--- src/rtl/int_sequencer.sv ---
// Interrupt sequencer: latches irq rising edges, masks and prioritises them, and runs the
// interrupt/intAck/intDone handshake with nesting; the register block sits on the 8-bit I/O bus.
module int_sequencer #(
  parameter logic [7:0] SEQ_ADDRESS = 8'h00
) (
  input  logic       clk,
  input  logic       reset,
  input  logic [7:0] din,
  input  logic [7:0] address,
  input  logic       w_en,
  input  logic       r_en,
  output logic [7:0] dout,
  output logic       interrupt,
  output logic [1:0] irqNum,
  input  logic       intAck,
  input  logic       intDone,
  input  logic       irq_0,
  input  logic       irq_1,
  input  logic       irq_2,
  input  logic       irq_3
);

  localparam logic [7:0] OFS_CTRL    = 8'd0;
  localparam logic [7:0] OFS_MASK    = 8'd1;
  localparam logic [7:0] OFS_PENDING = 8'd2;
  localparam logic [7:0] OFS_INSVC   = 8'd3;
  localparam logic [7:0] OFS_STATUS  = 8'd4;

  typedef enum logic [1:0] {
    IDLE   = 2'd0,
    ASSERT = 2'd1,
    ACKED  = 2'd2
  } state_t;

  state_t     state_q, state_d;
  logic       enable_q, enable_d;
  logic [3:0] mask_q, mask_d;
  logic [3:0] pending_q, pending_d;
  logic [3:0] in_service_q, in_service_d;
  logic [3:0] irq_prev_q, irq_prev_d;
  logic [1:0] irq_num_q, irq_num_d;
  logic       interrupt_q, interrupt_d;
  logic [7:0] dout_q, dout_d;

  logic [3:0] irq_vec, irq_rise, w1c_bits, ack_bit, done_bit;
  logic [3:0] eligible, allowed, serviceable;
  logic [7:0] offset, rd_data;
  logic       wr_ctrl, wr_mask, wr_pend, ack_fire, withdraw, any_svc;
  logic [1:0] svc_idx;
  logic [3:0] unused_din;

  assign unused_din = din[7:4];

  function automatic logic [3:0] lowest_onehot(input logic [3:0] v);
    return v & (~v + 4'd1);
  endfunction

  function automatic logic [1:0] lowest_idx(input logic [3:0] v);
    if (v[0])      return 2'd0;
    else if (v[1]) return 2'd1;
    else if (v[2]) return 2'd2;
    else           return 2'd3;
  endfunction

  always_comb begin
    irq_vec  = {irq_3, irq_2, irq_1, irq_0};
    irq_rise = irq_vec & ~irq_prev_q;
    offset   = address - SEQ_ADDRESS;
    wr_ctrl  = w_en && (offset == OFS_CTRL);
    wr_mask  = w_en && (offset == OFS_MASK);
    wr_pend  = w_en && (offset == OFS_PENDING);
    w1c_bits = wr_pend ? din[3:0] : 4'b0000;
    eligible = pending_q & mask_q & {4{enable_q}};
    // Bits strictly below the highest-priority in-service bit; all ones when nothing is in service.
    allowed     = lowest_onehot(in_service_q) - 4'd1;
    serviceable = eligible & allowed;
    any_svc     = |serviceable;
    svc_idx     = lowest_idx(serviceable);
  end

  always_comb begin
    state_d     = state_q;
    irq_num_d   = irq_num_q;
    interrupt_d = interrupt_q;
    enable_d    = wr_ctrl ? din[0] : enable_q;
    mask_d      = wr_mask ? din[3:0] : mask_q;
    irq_prev_d  = irq_vec;
    ack_fire    = (state_q == ASSERT) && intAck;
    ack_bit     = ack_fire ? (4'b0001 << irq_num_q) : 4'b0000;
    done_bit    = intDone ? lowest_onehot(in_service_q) : 4'b0000;
    // A fresh edge wins over a same-cycle clear of the same bit.
    pending_d    = (pending_q & ~(w1c_bits | ack_bit)) | irq_rise;
    in_service_d = (in_service_q & ~done_bit) | ack_bit;
    withdraw     = !(pending_d[irq_num_q] && mask_d[irq_num_q] && enable_d);

    case (state_q)
      IDLE: begin
        if (any_svc) begin
          state_d     = ASSERT;
          irq_num_d   = svc_idx;
          interrupt_d = 1'b1;
        end
      end
      ASSERT: begin
        if (ack_fire) begin
          state_d     = ACKED;
          interrupt_d = 1'b0;
        end else if (withdraw) begin
          state_d     = IDLE;
          interrupt_d = 1'b0;
        end
      end
      ACKED: begin
        state_d = IDLE;
      end
      default: begin
        state_d     = IDLE;
        interrupt_d = 1'b0;
      end
    endcase
  end

  always_comb begin
    rd_data = 8'h00;
    case (offset)
      OFS_CTRL:    rd_data = {7'b0, enable_q};
      OFS_MASK:    rd_data = {4'b0, mask_q};
      OFS_PENDING: rd_data = {4'b0, pending_q};
      OFS_INSVC:   rd_data = {4'b0, in_service_q};
      OFS_STATUS:  rd_data = {3'b0, state_q, interrupt_q, irq_num_q};
      default:     rd_data = 8'h00;
    endcase
    dout_d = r_en ? rd_data : dout_q;
  end

  always_ff @(posedge clk or negedge reset) begin
    if (!reset) begin
      state_q      <= IDLE;
      enable_q     <= 1'b0;
      mask_q       <= 4'b0000;
      pending_q    <= 4'b0000;
      in_service_q <= 4'b0000;
      irq_prev_q   <= 4'b0000;
      irq_num_q    <= 2'd0;
      interrupt_q  <= 1'b0;
      dout_q       <= 8'h00;
    end else begin
      state_q      <= state_d;
      enable_q     <= enable_d;
      mask_q       <= mask_d;
      pending_q    <= pending_d;
      in_service_q <= in_service_d;
      irq_prev_q   <= irq_prev_d;
      irq_num_q    <= irq_num_d;
      interrupt_q  <= interrupt_d;
      dout_q       <= dout_d;
    end
  end

  assign dout      = dout_q;
  assign interrupt = interrupt_q;
  assign irqNum    = irq_num_q;

endmodule

--- config.mk ---
export PLATFORM = sky130hd
export DESIGN_NAME = int_sequencer
export DESIGN_NICKNAME = d
export VERILOG_FILES = /design/src/rtl/int_sequencer.sv
export SDC_FILE = /design/constraint.sdc
export NUM_CORES = 1
export LEC_CHECK = 0
export ABC_AREA = 0
export CORE_MARGIN = 2
export CORE_UTILIZATION = 48
export DETAILED_ROUTE_END_ITERATION = 16
export PLACE_DENSITY = 0.79
export SLEW_MARGIN = 20
export SYNTH_ARGS = -nofsm -noshare
export SYNTH_HDL_FRONTEND = slang
export SYNTH_SLANG_ARGS = --single-unit
--- constraint.sdc ---
create_clock -name clk -period 2.3 [get_ports clk]
set_input_delay 0.345 -clock clk [delete_from_list [all_inputs] [get_ports clk]]
set_output_delay 0.345 -clock clk [all_outputs]
set_load 0.005 [all_outputs]
==> Word level (Yosys, flattened, before mapping) <==
Cells that the tools add are included.
{ "op_classes": {"addsub": 2, "n_lt_le_gt_ge": 1, "eq_ne": 8, "shift": 1, "n_mux": 21, "bitwise_logic": 15, "reduce_logical": 12} }
{ "op_table": {"columns": ["cell", "n"], "rows": [
  ["AND 4 bit", 7],
  ["one-hot mux 5 bit (5 select lines)", 1],
  ["== test 8 x 2 -> 1 bit (second input constant)", 2],
  ["2-to-1 mux 4 bit", 4],
  ["NOT 4 bit", 4],
  ["OR 4 bit", 3],
  ["2-to-1 mux 2 bit", 5],
  ["== test 8 x 1 -> 1 bit (second input constant)", 1],
  ["== test 8 x 3 -> 1 bit (second input constant)", 1],
  ["logical NOT 8 bit", 1],
  ["2-to-1 mux 1 bit", 7],
  ["logical AND 1 bit", 6],
  ["adder 4 x 1 -> 4 bit (second input constant)", 1],
  ["binary-select mux 1 bit (select 2 bit)", 2],
  ["one-hot mux 2 bit (2 select lines)", 1],
  ["AND reduction 2 bit", 2],
  ["OR reduction 4 bit", 1],
  ["<< shifter 1 x 2 -> 4 bit (first input constant)", 1],
  ["subtractor 4 x 1 -> 4 bit (second input constant)", 1],
  ["< comparator 2 x 3 -> 1 bit (second input constant)", 1],
  ["inequality test 3 bit (second input constant)", 1],
  ["one-hot mux 1 bit (3 select lines)", 1],
  ["AND reduction 3 bit", 1],
  ["== test 2 x 1 -> 1 bit (second input constant)", 1],
  ["4 further kinds", 4]
]} }
{ "totals": {"ff_bits": 30, "in_bits": 26, "output_inout_bits": 11} }

==> Depth between registers and ports, before layout <==
Gate-level depths: netlist (run 1).
{ "depth": {"ltp_word": 14, "ltp_mapped": 7, "ltp_nobuf": 7} }

==> Worst setup path before layout (run 1) <==
No wires, ideal clock.
{ "synth_path": {"path_kind": "input -> register", "from": "input port address[0]", "to": "register interrupt_q (netlist: interrupt)", "setup_time_ns": 0.124, "arrival_ns": 1.655, "required_time_ns": 2.176, "path_slack_ns": 0.522, "stages": 7, "path_buffers": 1, "path_cell_list": "buf_2 -> nor2b_1 -> nand4_4 -> mux2_4 -> a211oi_2 -> nand4bb_1 -> o21ai_1"} }
{ "synth_via": {"elab_cells_between_ends": 21, "cone_classes": "eq/ne (3); mux (7); bitwise (4); reduce/logical (7)"} }
{ "synth_lines": {"columns": ["element", "line", "text"], "rows": [
  ["start: declaration", "9", "input logic [7:0] address,"],
  ["== test 8 x 1 -> 1 bit", "70", "wr_mask = w_en && (offset == OFS_MASK);"],
  ["logical AND 1 bit", "70", null],
  ["2-to-1 mux 4 bit", "86", "mask_d = wr_mask ? din[3:0] : mask_q;"],
  ["net mask_d[0]", "37", "logic [3:0] mask_q, mask_d;"],
  ["binary-select mux 1 bit (select 2 bit)", "94", "withdraw = !(pending_d[irq_num_q] && mask_d[irq_num_q] && enable_d);"],
  ["2-to-1 mux 1 bit (implied by the code)", "94", null],
  ["logical AND 1 bit (2 in series)", "94", null],
  ["inequality test 3 bit (no source line)", null, null],
  ["AND reduction 3 bit (no source line)", null, null],
  ["end signal: assignment", "155", "interrupt_q <= interrupt_d;"],
  ["end: declaration", "42", "logic interrupt_q, interrupt_d;"]
]} }
The timed path passes the listed nets, and every way through them passes these cells. The select of a mux whose other input is x is not followed.
A chain may end at the register's enable or synchronous reset.

==> Worst setup path in the final report (run 1) <==
{ "layout_path": {"from": "input port address[5]", "to": "register interrupt_q (netlist: interrupt)"} }
Same word-level chain as after synthesis.

==> results.tsv, run 1 <==
stage	metric	value	unit
placement	dpl.hpwl	2630	µm
timing	fin_crit_sh	88.3	%
power	p_per_area	519	nW/µm²
layout	final_area	1840	µm²
cts	ctsHoldBuffers	0	
grt	grt_pass1_vias	1187	
floorplan	core-area	2810	µm²
layout	drive_gt1_share	17.8	%
floorplan	ios	37	
cts	clock-sinks	27	
routing	num_vias	1197	
outcome	violations	DRC	
yosys	synth_edf_count	0	
yosys	syn_area	1440	µm²
yosys	synth.distinct_cells	45	
grt	gr-total-overflow	0	
placement	port_buffers	29	
cts	cts_made_buffers	3	
yosys	synth-main-ff-cell	dfrtp_1	
timing	finalSetupViolations	0	
timing	rsz0062_at_grt	no	
timing	slew_viol_final	0	
grt	grt_pass1_wl	5580	µm
power	power.leakage	0.000809	µW
yosys	muxShareOfSynthArea	10.4	%
yosys	avgSynthCellArea	10.6	µm²
timing	relSlewSlack	67.0	%
floorplan	die_h	58.7	µm
timing	fin_setup_tns	0	ns
timing	fin_worst_skew	0.00111	ns
outcome	status	finished with violations	
power	vdd_drop_max	0.350	mV
cts	cts_tree	yes	
critical_path	crit_slowest_cell	clkdlybuf4s50_1	
layout	layout.cells.non_filler	205	
yosys	yosysWarnings	0	
timing	max_freq	493	MHz
layout	synthToLayoutAreaGrowth	28.2	%
critical_path	cp-start-kind	input pin	
floorplan	initial_core_util	51.2	%
yosys	synth_top_family_by_area	simple AND/OR/NAND/NOR gates	
placement	place_congestion	0.919	
grt	antenna_found_initial	0	
critical_path	worstPathArrival	2.26	ns
routing	final_antenna_net_count	0	
yosys	async_flop_share	100	%
yosys	ys_seq_area_share	47.0	%
routing	dr.pass1.iters	10	
yosys	synthCells	136	
timing	hold_viol_final	0	
grt	grtUsageTotal	21.3	%
critical_path	critPathKind	in -> reg	
cts	clk_pin_slew	0.14	ns
yosys	synth-simple-area-share	21.4	%
routing	wl_per_cell	16.6	µm
placement	placed_cell_area	1820	µm²
yosys	synth-xor-area-share	0	%
yosys	synth_compound_area_share	15.1	%
floorplan	die_area	3450	µm²
yosys	synth_fa_ha_area_share	0	%
cts	cts_resized	0	
critical_path	crit_fanout	6	
critical_path	cp.required	2.53	ns
timing	tightest_slew	0.491	ns
floorplan	dieWidth	58.7	µm
placement	place_inst	201	
cts	cts_max_path_buffers	2	
cts	clock_latency	0.32	ns
placement	place_ws	-0.0831	ns
critical_path	critPathMaxStageDelay	0.47	ns
timing	finalWorstSetupSlack	0.270	ns
layout	n_antenna_cell	0	
critical_path	crit_chain	clkdlybuf4s50_1 > nor4_4 > buf_4 > nand4_4 > mux2_4 > a211oi_2 > nand4bb_1 > o21ai_1	
routing	drt_iter0_drc	31	
layout	nNetsFinal	201	
routing	routed_wl	3400	µm
timing	period_minus_slack	2.03	ns
grt	grt_start_max_net_pins	28	
cts	postCtsSetupRepairBufs	0	
layout	fillers	244	
yosys	ys_ff_latch	27	
worst_hold_path	hold_path_class	in -> async	
routing	drt-vias-per-instance	5.84	
floorplan	rows	19	
cts	clock-root-buffer	clkbuf_4	
routing	drc_errors	3	
run	maxCapViolCount	0	
cts	htree_levels	1	
critical_path	cp-end-kind	register	
[area by class of cell]
cell class / instances / area (µm²) / share of cell area [%]
sequential: 27 / 676 / 36.7
tap: 31 / 38.8 / 2.10
multi-input combinational: 92 / 684 / 37.1
clock buffer: 4 / 26.3 / 1.43
timing repair buffer: 41 / 380 / 20.6
inverter: 10 / 37.5 / 2.04
[routing by layer]
metal  track usage (%)  routed length [µm]  up-vias
met3              3.08                 185        4
li1                  -                   -      575
met5                 0                   0        -
met4              4.87                  34        0
met1              29.9                1530      582
met2              34.9                1650       36
[cell families after synthesis]
| logic type | Yosys count |
|---|---|
| mux | 12 |
| compound gates | 29 |
| other cells | 1 |
| flops | 27 |
| simple gates | 48 |
| buf+inv | 19 |
[synth_stat cells, types with 2 or more instances]
cell	number	area, µm²
inv_1	10	37.5
a32o_1	4	40.0
nor2_1	8	30.0
a21oi_1	5	25.0
o21ai_0	4	20.0
dfrtp_1	27	676
mux2_2	8	90.1
nand3b_1	2	15.0
and4b_1	3	30.0
a31oi_1	3	18.8
nor3_1	3	15.0
nor2b_1	4	25.0
nand4_1	2	12.5
clkbuf_1	3	11.3
and4_1	3	26.3
and2_1	2	12.5
buf_4	3	22.5
a22oi_1	2	15.0
nand3_1	5	25.0
nand2_1	8	30.0
a32oi_1	2	17.5
nand2b_1	2	12.5
[placed cells by master, fill, tap and decap left out, types with 2 or more instances in the layout]
cell             count
nand3_1              5
and4b_1              3
nand2b_1             2
inv_1               10
a21oi_1              5
buf_4               12
a32o_1               4
clkdlybuf4s50_1     29
a32oi_1              2
nor2_1               8
dfrtp_1             27
nor3_1               3
nor2b_1              4
mux2_2               8
nand3b_1             2
a31oi_1              3
nand2_1              8
conb_1               3
clkbuf_4             3
o21ai_0              4
a22oi_1              2
nand4_1              2
and4_1               3
and2_1               2
[worst paths after layout]
| path | from | endpoint | slack (ns) | cells after the start |
|---|---|---|---|---|
| setup / recovery | address[5] | interrupt$_DFFE_PN0P_ | 0.27 | 8 |
| hold / removal | reset | irq_prev_q[3]$_DFF_PN0_ | 0.37 | 2 |
| setup reg to reg | in_service_q[0]$_DFF_PN0_ | irqNum[0]$_DFFE_PN0P_ | 0.35 | 5 |
| hold reg to reg | dout[4]$_DFFE_PN0P_ | dout[4]$_DFFE_PN0P_ | 0.54 | 2 |
| max in group asynchronous | reset | in_service_q[1]$_DFF_PN0_ | 1.67 | 2 |
| min in group clk | irq_3 | irq_prev_q[3]$_DFF_PN0_ | 0.46 | 1 |
[registers in the layout, indices dropped and copies added (netlist names)]
| register | cells |
|---|---|
| irq_prev_q | 4 |
| interrupt | 1 |
| state_q | 2 |
| enable_q | 1 |
| irqNum | 2 |
| in_service_q | 4 |
| pending_q | 4 |
| dout | 5 |
| mask_q | 4 |
[where the power goes]
| group | total [µW] | leakage (µW) | switching [µW] | internal (µW) |
|---|---|---|---|---|
| logic | 232 | 0.000460 | 101 | 131 |
| registers | 520 | 0.000335 | 18.5 | 502 |
| clock network | 204 | 0.0000150 | 136 | 68.0 |
| total | 956 | 0.000809 | 255 | 701 |
[stage by stage]
step	total power, µW	hold WS, ns	utilization (%)
finish	956	0.372	65.7
global route	1000	0.401	65.7
global placement	757	0.512	64.8
CTS	966	0.380	65.7
floorplan	633	0.0494	-
detailed placement	761	0.527	64.8
[worst max-delay path: cells and delay by family]
kind	cells	cell delay, ns
muxes	1	0.35
and+or+nand+nor	3	0.65
buffers and inverters	2	0.66
AOI/OAI and AO/OA	2	0.26
(Power assumes the default switching activity.)
==> inputs of run 2 (changes only) <==
Settings changed: CORE_UTILIZATION 48 to 55, DONT_BUFFER_PORTS set to 1, PLACE_DENSITY 0.79 to 0.7.
==> run 2 against run 1 <==
- the flow now finishes without violations
- first-iteration DRC count decreased by 26%
- critical path depth decreased by 2
- global-route usage increased by 2.5 points
- sequential cell count unchanged
- critical endpoint unchanged
- largest power group unchanged
- highest routed layer unchanged
==> results.tsv, run 2 (same netlist as run 1, synthesis figures left out) <==
stage	metric	value	unit
critical_path	crit_fanout	4	
cts	cts_made_buffers	3	
placement	port_buffers	0	
layout	layout.cells.non_filler	172	
routing	drt_iter0_drc	23	
layout	synthToLayoutAreaGrowth	8.09	%
floorplan	dieWidth	55.1	µm
critical_path	worstPathArrival	2.20	ns
cts	htree_levels	1	
floorplan	die_area	3040	µm²
power	p_per_area	568	nW/µm²
critical_path	cp-start-kind	register	
floorplan	ios	37	
critical_path	rr_worst_depth	6	
cts	cts_tree	yes	
timing	hold_viol_final	0	
timing	fin_crit_sh	85.2	%
cts	clock_latency	0.33	ns
critical_path	crit_path_start	state_q[1]$_DFFE_PN0P_	
timing	fin_setup_tns	0	ns
routing	wl_per_cell	18.8	µm
layout	final_cell_mix	dfrtp_1, inv_1, mux2_2, nand2_1, nor2_1	
timing	rsz0062_at_grt	no	
cts	cts_max_path_buffers	2	
layout	n_antenna_cell	0	
cts	clock-root-buffer	clkbuf_4	
timing	slew_viol_final	0	
critical_path	timing.rr.start	state_q[1]$_DFFE_PN0P_	
cts	clock-sinks	27	
cts	clk_pin_slew	0.14	ns
run	maxCapViolCount	0	
outcome	status	finished, final reports clean	
placement	place_congestion	0.940	
cts	cts_resized	0	
floorplan	initial_core_util	58.0	%
grt	grt_pass1_vias	1028	
worst_hold_path	hold_path_class	in -> reg	
timing	fin_worst_skew	0.00118	ns
floorplan	core-area	2480	µm²
routing	final_antenna_net_count	0	
power	power.leakage	0.000685	µW
routing	drt-vias-per-instance	6.56	
grt	grt_start_max_net_pins	28	
layout	final_common_cell	dfrtp_1	
floorplan	rows	18	
layout	drive_gt1_share	16.2	%
routing	drc_errors	0	
critical_path	critPathKind	reg -> reg	
critical_path	r2r_slack	0.34	ns
critical_path	worstReg2RegEnd	interrupt$_DFFE_PN0P_	
grt	gr-total-overflow	0	
critical_path	cp-end-kind	register	
routing	routed_wl	3230	µm
timing	max_freq	510	MHz
floorplan	die_h	55.1	µm
cts	ctsHoldBuffers	2	
cts	postCtsSetupRepairBufs	0	
critical_path	cp.required	2.54	ns
layout	largest_reg_flops	5	
timing	period_minus_slack	1.96	ns
routing	dr.pass1.iters	4	
timing	finalSetupViolations	0	
grt	antenna_found_initial	0	
grt	grt_pass1_wl	4900	µm
layout	finalCoreUtilization	62.7	%
critical_path	cp-endpoint	interrupt$_DFFE_PN0P_	
routing	num_vias	1128	
grt	grtUsageTotal	23.8	%
placement	dpl.hpwl	2410	µm
power	vdd_drop_max	0.483	mV
placement	place_inst	162	
layout	nNetsFinal	169	
## run 2: power by group
part           leakage (µW)  internal [µW]  switching (µW)
clock network     0.0000150           68.3             141
logic              0.000335           73.1            77.2
registers          0.000335            502            21.6
total              0.000685            643             239
## run 2: worst min path at each step
stage,from,to,slack [ns],cells after the start
floorplan,reset,dout[0]$_DFFE_PN0P_,0.05,0
global placement,reset,irq_prev_q[0]$_DFF_PN0_,0.05,0
detailed placement,reset,irq_prev_q[0]$_DFF_PN0_,0.05,0
CTS,irq_3,irq_prev_q[3]$_DFF_PN0_,0.002,0
global route,r_en,dout[0]$_DFFE_PN0P_,0.05,1
finish,r_en,dout[0]$_DFFE_PN0P_,0.07,1
## run 2: stage by stage
step / power, µW / setup WS, ns / hold WS [ns] / cell area, µm²
after detailed placement: 661 / 0.361 / 0.0499 / 1460
after CTS: 887 / 0.348 / 0.00198 / 1510
after global placement: 656 / 0.381 / 0.0499 / 1460
after floorplan: 633 / 0.522 / 0.0494 / 1450
after global routing: 929 / 0.254 / 0.0489 / 1550
final: 883 / 0.340 / 0.0695 / 1550
## run 2: cell type report
cell class,count,area (µm²)
clock buffers,4,26.3
well taps,30,37.5
multi-input cells,92,684
repair buffers,9,92.6
inverters,10,37.5
flip-flops and latches,27,676
fillers,213,923
## run 2: layer usage
| metal | global-route usage, % | vias to the layer above | share of wire [%] |
|---|---|---|---|
| met1 | 31.1 | 559 | 43 |
| met3 | 4.57 | 10 | 6.4 |
| li1 | - | 509 | - |
| met5 | 0 | - | 0 |
| met4 | 9.76 | 0 | 2.4 |
| met2 | 38.7 | 50 | 48 |
## run 2: critical path, stage by stage (launching register included)
cell       delay [ns]
dfrtp_1          0.43
nand3b_1         0.23
or3_1            0.39
a32o_1           0.30
a211oi_2         0.24
nand4bb_1        0.20
o21ai_1          0.07
==> inputs of run 3 (changes only) <==
Settings changed: CTS_CLUSTER_SIZE set to 20.
==> results of run 3 <==
Final layout, timing and power as in run 2 (identical DEF).
